$ cat src/rtl/awg_param_ctrl.sv
// awg_param_ctrl: byte-stream frame parser that loads sine-generator parameters.
// Define AWG_CHECKSUM_EN for 5-byte frames with a trailing XOR checksum byte.
module awg_param_ctrl #(
   parameter int TIMEOUT_CYC = 100000
) (
   input  logic        clk,
   input  logic        rst_n,
   input  logic [7:0]  rx_data,
   input  logic        rx_valid,
   output logic        en,
   output logic [11:0] freq,
   output logic [2:0]  amp,
   output logic [7:0]  phase,
   output logic        upd,
   output logic        err
);
   localparam int CW = $clog2(TIMEOUT_CYC + 1);
`ifdef AWG_CHECKSUM_EN
   typedef enum logic [2:0] {IDLE, CMD, DHI, DLO, CHK} state_t;
   localparam state_t LAST = CHK;
`else
   typedef enum logic [2:0] {IDLE, CMD, DHI, DLO} state_t;
   localparam state_t LAST = DLO;
`endif
   state_t state, state_nx;
   logic [CW-1:0] cnt;
   logic [7:0] f_cmd, f_dhi, dlo;
`ifdef AWG_CHECKSUM_EN
   logic [7:0] f_dlo;
`endif
   logic last, expire, good, chk_ok;
   always_comb begin
      last = rx_valid && state == LAST;
      expire = state != IDLE && !rx_valid && cnt == CW'(TIMEOUT_CYC - 1);
`ifdef AWG_CHECKSUM_EN
      dlo = f_dlo;
      chk_ok = rx_data == (f_cmd ^ f_dhi ^ f_dlo);
`else
      dlo = rx_data;
      chk_ok = 1'b1;
`endif
      good = chk_ok && ((f_cmd == 8'h01 && f_dhi[7:4] == 4'h0) ||
                        (f_cmd == 8'h02 && f_dhi == 8'h00 && dlo != 8'h00 && dlo <= 8'd7) ||
                        (f_cmd == 8'h03 && f_dhi == 8'h00) ||
                        (f_cmd == 8'h04 && f_dhi == 8'h00 && dlo[7:1] == 7'h00));
      state_nx = expire ? IDLE :
                 !rx_valid ? state :
                 state == IDLE ? (rx_data == 8'hA5 ? CMD : IDLE) :
                 state == LAST ? IDLE : state_t'(state + 3'd1);
   end
   always_ff @(posedge clk or negedge rst_n) begin
      if (!rst_n) begin
         state <= IDLE;
         cnt <= '0;
      end else begin
         state <= state_nx;
         cnt <= (state_nx == IDLE || rx_valid) ? '0 : cnt + CW'(1);
      end
   end
   // Frame fields are latched as they arrive; validation happens only on the last byte.
   always_ff @(posedge clk or negedge rst_n) begin
      if (!rst_n) begin
         f_cmd <= '0;
         f_dhi <= '0;
`ifdef AWG_CHECKSUM_EN
         f_dlo <= '0;
`endif
         en <= 1'b0;
         freq <= '0;
         amp <= 3'd1;
         phase <= '0;
         upd <= 1'b0;
         err <= 1'b0;
      end else begin
         if (rx_valid && state == CMD) f_cmd <= rx_data;
         if (rx_valid && state == DHI) f_dhi <= rx_data;
`ifdef AWG_CHECKSUM_EN
         if (rx_valid && state == DLO) f_dlo <= rx_data;
`endif
         upd <= last && good;
         err <= (last && !good) || expire;
         if (last && good) begin
            if (f_cmd == 8'h01) freq <= {f_dhi[3:0], dlo};
            if (f_cmd == 8'h02) amp <= dlo[2:0];
            if (f_cmd == 8'h03) phase <= dlo;
            if (f_cmd == 8'h04) en <= dlo[0];
         end
      end
   end
endmodule
$ cat config.mk
export PLATFORM = sky130hd
export DESIGN_NAME = awg_param_ctrl
export DESIGN_NICKNAME = d
export VERILOG_FILES = /design/src/rtl/awg_param_ctrl.sv
export SDC_FILE = /design/constraint.sdc
export NUM_CORES = 1
export LEC_CHECK = 0
export BUFFER_PORTS_ARGS = -buffer_cell sky130_fd_sc_hd__buf_2
export CORE_MARGIN = 4
export CORE_UTILIZATION = 50
export CTS_BUF_LIST = sky130_fd_sc_hd__clkbuf_2
export DETAILED_ROUTE_END_ITERATION = 10
export PLACE_DENSITY = 0.79
export SYNTH_ARGS = -nofsm -noshare
export SYNTH_HDL_FRONTEND = slang
export SYNTH_SLANG_ARGS = --single-unit
$ cat constraint.sdc
create_clock -name clk -period 3.9 [get_ports clk]
set_input_delay 0 -clock clk [delete_from_list [all_inputs] [get_ports clk]]
set_output_delay 0 -clock clk [all_outputs]
set_load 0.01 [all_outputs]
==> flow_summary.toml, run 1 <==
[setup_path]
end_kind = "register"
worstSetupPathType = "register to register"
r2r_start = "state[0]"
critPathMaxFanout = 4
critPathRequiredTime_ns = 4.28
r2r_cells = 7
start_kind = "register"
rrSetupSlack_ns = 1.50
reg2reg_to = "state[0]"
worstPathArrival_ns = 2.78

[cts]
clockBufferDepth = 2
clk_latency_ns = 0.48
clk_pin_slew_ns = 0.17
cts_buffers = 9
clock-sinks = 62
postCtsSetupRepairBufs = 0
h-tree-depth = 3
cts-root-buf = "clkbuf_2"
tritoncts = "yes"

[drt]
wire_per_inst_um = 15.41
detail_route.first_pass.iterations = 4
final_antenna_net_count = 0
drt_iter0_markers = 133
drc = 0
drt_wl_total_um = 5548
vias = 1952
routed_via_density = 5.422

[floorplan]
die_h_um = 83.32
rows = 27
initial_utilization_pct = 51.51
ios = 37
die_w_um = 83.32
core_um2 = 5507
die-area_um2 = 6942

[logic_synthesis]
syn_area_per_cell_um2 = 12.44
yosysWarnings = 0
ys_ff_latch = 62
synth_flop_cell = "dfrtp_1"
syn_nets = 244
synth_area_leaders = "dfrtp_1, mux2_2, mux2_4, xnor2_1, nor2_1"
synth_seq_area_share_pct = 54.74
netlist.area_leader.share_pct = 53.82
syn_inst = 228
async_flop_share_pct = 100.0
ys_types = 39
synth_area_um2 = 2836
synth_edf_count = 0
yosys.area.top_type = "dfrtp_1"

[global_routing]
overflow = 0
grt_pass1_wl_um = 9811
grt_usage_pct = 17.29
grt_pass1_vias = 2078
grt_max_degree = 63
antenna_found_initial = 0

[power]
combinationalPowerShare_pct = 20.4
power.density_nw_per_um2 = 502.0
irDropWorstVdd_v = 0.0002137
clockPowerShare_pct = 29.5
switching_share_pct = 28.59
p_leak_nw = 1.581
seqPwrFrac_pct = 50.1
p_sw_mw = 0.4812
p_int_mw = 1.202

[layout]
register_area_um2 = 1553
layout_commonest_cell = "dfrtp_1"
area_growth_pct = 18.22
final_cell_mix = "dfrtp_1, buf_2, mux2_2"
drive_gt1_share_pct = 34.72
multiInputGateArea_um2 = 1237
fillers = 436
antenna_cells = 0
nNetsFinal = 300
final_design_area_no_fill_um2 = 3353

[timing]
max_freq_ghz = 0.4169
rsz0062_at_grt = "false"
hold_viol_final = 0
tns_ns = 0
slew_violations = 0
tightest_slew_ns = 1.111
slew_headroom_pct = 25.46
period_share_pct = 61.51
clock_skew_ns = 0.02201
fin_crit_ns = 2.399
setup_viol = 0

[worst_hold_path]
min-delay-path-class = "input pin to asynchronous set/reset pin"

[place]
dp_hpwl_um = 3757
io_buffers = 36
postPlaceCellArea_um2 = 3094
gp_congestion = 0.8753

[outcome]
status = "finished clean"

[run]
drv_cap = 0
## layer usage
| layer | GRT usage (%) | part of all wire, % | vias to the layer above |
|---|---|---|---|
| li1 | - | - | 943 |
| met1 | 21.77 | 46 | 958 |
| met2 | 28.28 | 48 | 43 |
| met3 | 5.456 | 5.0 | 8 |
| met4 | 5.646 | 0.85 | 0 |
| met5 | 0 | 0 | - |
## cell families (layout without fill, tap and decap cells)
group	Yosys count	in the layout	share of synthesized area [%]
AND/OR/NAND/NOR	82	82	16.67
flip-flops	62	62	54.74
multiplexers	40	40	17.20
AO/OA/AOI/OAI	18	18	4.146
XOR/XNOR	11	11	3.397
buffers and inverters	10	70	1.632
adder cells (fa/ha/maj)	5	5	2.206
## registers in the layout, indices dropped and copies added, names as in the netlist
name   cells
amp        3
cnt       17
en         1
err        1
f_cmd      8
f_dhi      8
freq      12
phase      8
state      3
upd        1
## timing repair
action	4_1_cts	5_1_grt
endpoints found under the hold margin	101	0
resized for setup	0	0
hold buffers	11	0
## worst max-delay path: stages (launching register included)
cell,delay [ns]
dfrtp_1,0.44
inv_1,0.13
ha_1,0.18
nor2b_1,0.20
nand3_1,0.09
or4_1,0.45
dlygate4sd3_1,0.57
a311oi_1,0.25
## cell usage after synthesis, drive strengths merged, types with 3 or more instances
master / n
nor2: 18
nand4: 4
nand2: 13
inv: 7
nor3: 7
nor4: 6
ha: 5
or3: 8
mux2: 40
xor2: 3
xnor2: 8
or4: 6
o31ai: 3
nand3: 8
a21oi: 5
o21ai: 5
nor2b: 3
dfrtp: 61
## cell type report
type	count	share of cell area, %
Clock buffer	10	1.493
Clock inverter	5	2.948
Inverter	7	0.7836
Multi-Input combinational cell	156	36.90
Sequential cell	62	46.31
Tap cell	72	2.687
Timing Repair Buffer	48	8.881
## metrics by stage
stage / power [mW] / instances / hold WS [ns] / util (%) / setup WS (ns)
after floorplan: 1.086 / 228 / -0.2956 / - / 2.008
after global placement: 1.168 / 334 / 0.2043 / 56.19 / 1.652
after detailed placement: 1.192 / 334 / 0.2064 / 56.19 / 1.584
after CTS: 1.698 / 360 / 0.1894 / 60.90 / 1.494
after global routing: 1.786 / 360 / 0.2595 / 60.90 / 1.316
final: 1.683 / 360 / 0.1836 / 60.90 / 1.501
## power groups by stage
stage               clock, mW  combinational, mW  sequential [mW]
floorplan                   0              0.254            0.833
global placement            0              0.321            0.847
detailed placement          0              0.337            0.855
CTS                     0.507              0.348            0.843
global route            0.543              0.383            0.859
finish                  0.497              0.343            0.843
## worst max path at each step
stage | from | slack (ns) | cells past startpoint | to
after global placement | cnt[0] | 1.65 | 4 | cnt[3]
final | state[0] | 1.50 | 7 | state[0]
after global routing | state[0] | 1.32 | 7 | state[0]
after floorplan | f_cmd[5] | 2.01 | 5 | freq[10]
after detailed placement | cnt[0] | 1.58 | 4 | cnt[3]
after CTS | state[0] | 1.49 | 7 | state[0]
No activity file was read; power rests on OpenSTA's default activity.
==> run 2: changes to the inputs <==
ABC_AREA = 1   (was default)
PLACE_DENSITY = 0.81   (was 0.79)
clock period = 1.95 ns   (was 3.9 ns; I/O delays follow)
==> run 2 against run 1 <==
Against the previous run:
- critical path depth increased by 5
- worst hold slack got worse by 0.020 ns
- cell area increased by 4.4%
- synthesized cell count increased by 50%
- wire length increased by 9.4%
- non-clock buffer count increased by 2
- register-to-register slack got worse by 1.3 ns
- global-route usage increased by 1.2 points
- area after synthesis increased by 7.5%
- first-iteration DRC count decreased by 29%
- utilization decreased by 1.7 points
- highest routed layer unchanged
==> flow_summary.toml, run 2 <==
[outcome]
status = "finished clean"

[drt]
routed_via_density = 5.023
detail_route.first_pass.iterations = 4
final_antenna_net_count = 0
drc = 0
drt_wl_total_um = 6067
drt_iter0_markers = 94
vias = 2396
wire_per_inst_um = 12.72

[logic_synthesis]
yosys.area.top_type = "dfrtp_1"
ys_ff_latch = 62
async_flop_share_pct = 100.0
syn_nets = 359
syn_area_per_cell_um2 = 8.886
synth.top_cells.by_count = "nand2_1, dfrtp_1, inv_1"
ys_types = 35
synth_flop_cell = "dfrtp_1"
synth_seq_area_share_pct = 50.94
synth_most_common_cell = "nand2_1"
netlist.area_leader.share_pct = 50.08
synth_area_leaders = "dfrtp_1, nand2_1, inv_1, o21ai_2, nor2_1"
synth_edf_count = 0
synth_area_um2 = 3048
syn_inst = 343
yosysWarnings = 0

[floorplan]
core_um2 = 5921
die_w_um = 86.08
die_h_um = 86.08
initial_utilization_pct = 51.48
die-area_um2 = 7409
rows = 28
ios = 37

[power]
switching_share_pct = 35.12
combinationalPowerShare_pct = 24.6
clockPowerShare_pct = 23.8
p_sw_mw = 1.105
irDropWorstVdd_v = 0.0006098
power.density_nw_per_um2 = 898.7
p_leak_nw = 1.737
seqPwrFrac_pct = 51.6
p_int_mw = 2.042

[place]
io_buffers = 36
dp_cells = 450
gp_congestion = 0.9242
place_ws_ns = 0.2115
dp_hpwl_um = 4391

[timing]
max_freq_ghz = 0.5648
slew_headroom_pct = 50.07
tns_ns = 0
worst_slack_ns = 0.1794
hold_viol_final = 0
setup_viol = 0
tightest_slew_ns = 0.7490
clock_skew_ns = 0.03219
slew_violations = 0
rsz0062_at_grt = "false"
period_share_pct = 90.80
fin_crit_ns = 1.771

[setup_path]
start_kind = "input pin"
critPathMaxFanout = 20
worstPathArrival_ns = 2.15
worstSetupPathType = "input pin to register"
critPathRequiredTime_ns = 2.33
end_kind = "register"

[layout]
stdcell_count = 477
fillers = 529
drive_gt1_share_pct = 25.37
nNetsFinal = 413
multiInputGateArea_um2 = 1276
layout_commonest_cell = "nand2_1"
register_area_um2 = 1553
top_regs = "cnt (17), freq (12)"
antenna_cells = 0
final_cell_mix = "nand2_1, dfrtp_1, inv_1"
largest_reg_flops = 17
top_register = "cnt"
area_growth_pct = 14.90

[cts]
clockBufferDepth = 2
cts-root-buf = "clkbuf_2"
cts_buffers = 9
clk_latency_ns = 0.48
h-tree-depth = 3
clk_pin_slew_ns = 0.19
postCtsSetupRepairBufs = 0
tritoncts = "yes"
clock-sinks = 62

[global_routing]
grt_pass1_vias = 2330
grt_max_degree = 63
overflow = 0
grt_usage_pct = 18.49
antenna_found_initial = 0
grt_pass1_wl_um = 10650

[run]
drv_cap = 0

[worst_hold_path]
min-delay-path-class = "input pin to asynchronous set/reset pin"
[run 2: changes by cell type after synthesis, sizes merged, moves of 6 or more]
cell / delta
inv: +34
nand3: +12
mux2: -40
xor2: +6
or3: -8
or4: -6
o21ai: +35
nand2: +76
nor2: +25
[run 2: power by group through the flow]
stage	Combinational, mW	Clock [mW]	Sequential [mW]
after floorplan	0.607	0	1.62
after global placement	0.719	0	1.64
after detailed placement	0.752	0	1.65
after CTS	0.774	0.772	1.62
after global routing	0.896	0.830	1.65
final	0.775	0.748	1.62
[run 2: cells by family after synthesis]
logic type	share of synthesized area (%)
flops	50.94
xor+xnor	3.449
buf+inv	7.266
simple gates	26.97
fa+ha+maj	2.053
compound gates	9.318
[run 2: metal layers]
metal / vias up / share of wire [%] / global-route usage [%]
met3: 7 / 4.9 / 4.899
met2: 48 / 51 / 31.74
met1: 1138 / 43 / 22.39
met4: 0 / 1.3 / 6.331
li1: 1203 / - / -
met5: - / 0 / 0
[run 2: cell type report]
class | instances | share of cell area (%)
clock buffers | 11 | 1.572
repair buffers | 50 | 8.932
flip-flops and latches | 62 | 44.34
inverters | 42 | 4.573
clock inverters | 5 | 1.465
multi-input cells | 232 | 36.44
well taps | 75 | 2.680
[run 2: final timing paths]
| check | from | endpoint | slack, ns | cells past startpoint |
|---|---|---|---|---|
| setup / recovery | rx_data[1] | freq[6] | 0.18 | 12 |
| hold reg to reg | cnt[0] | cnt[0] | 0.47 | 1 |
| hold / removal | rst_n | phase[2] | 0.16 | 3 |
| setup reg to reg | state[0] | cnt[1] | 0.21 | 10 |
| max in group asynchronous | rst_n | cnt[15] | 1.26 | 3 |
| min in group clk | rx_data[3] | phase[3] | 0.41 | 4 |
[run 2: worst max-delay path, stage by stage]
cell,delay [ns]
dlygate4sd3_1,0.53
buf_2,0.12
nor2_1,0.13
dlygate4sd3_1,0.56
nand3_1,0.07
nand2_1,0.09
nand2_2,0.09
nand2_4,0.11
nand3_2,0.06
buf_4,0.22
nand2_1,0.11
o21ai_2,0.06
[run 2: metrics by stage]
step                hold slack, ns  util (%)  power, mW  area [um^2]
global route                0.2117     59.15      3.378         3502
floorplan                  -0.2956         -      2.226         3048
finish                      0.1631     59.15      3.147         3502
global placement            0.1968     55.45      2.359         3283
CTS                         0.1716     59.11      3.168         3500
detailed placement          0.1997     55.45      2.400         3283
[run 2: what timing repair did]
item / CTS / global route
setup endpoints to repair: 0 / 1
hold buffers: 11 / 0
hold endpoints to repair: 98 / 0
gates resized for setup: 0 / 1
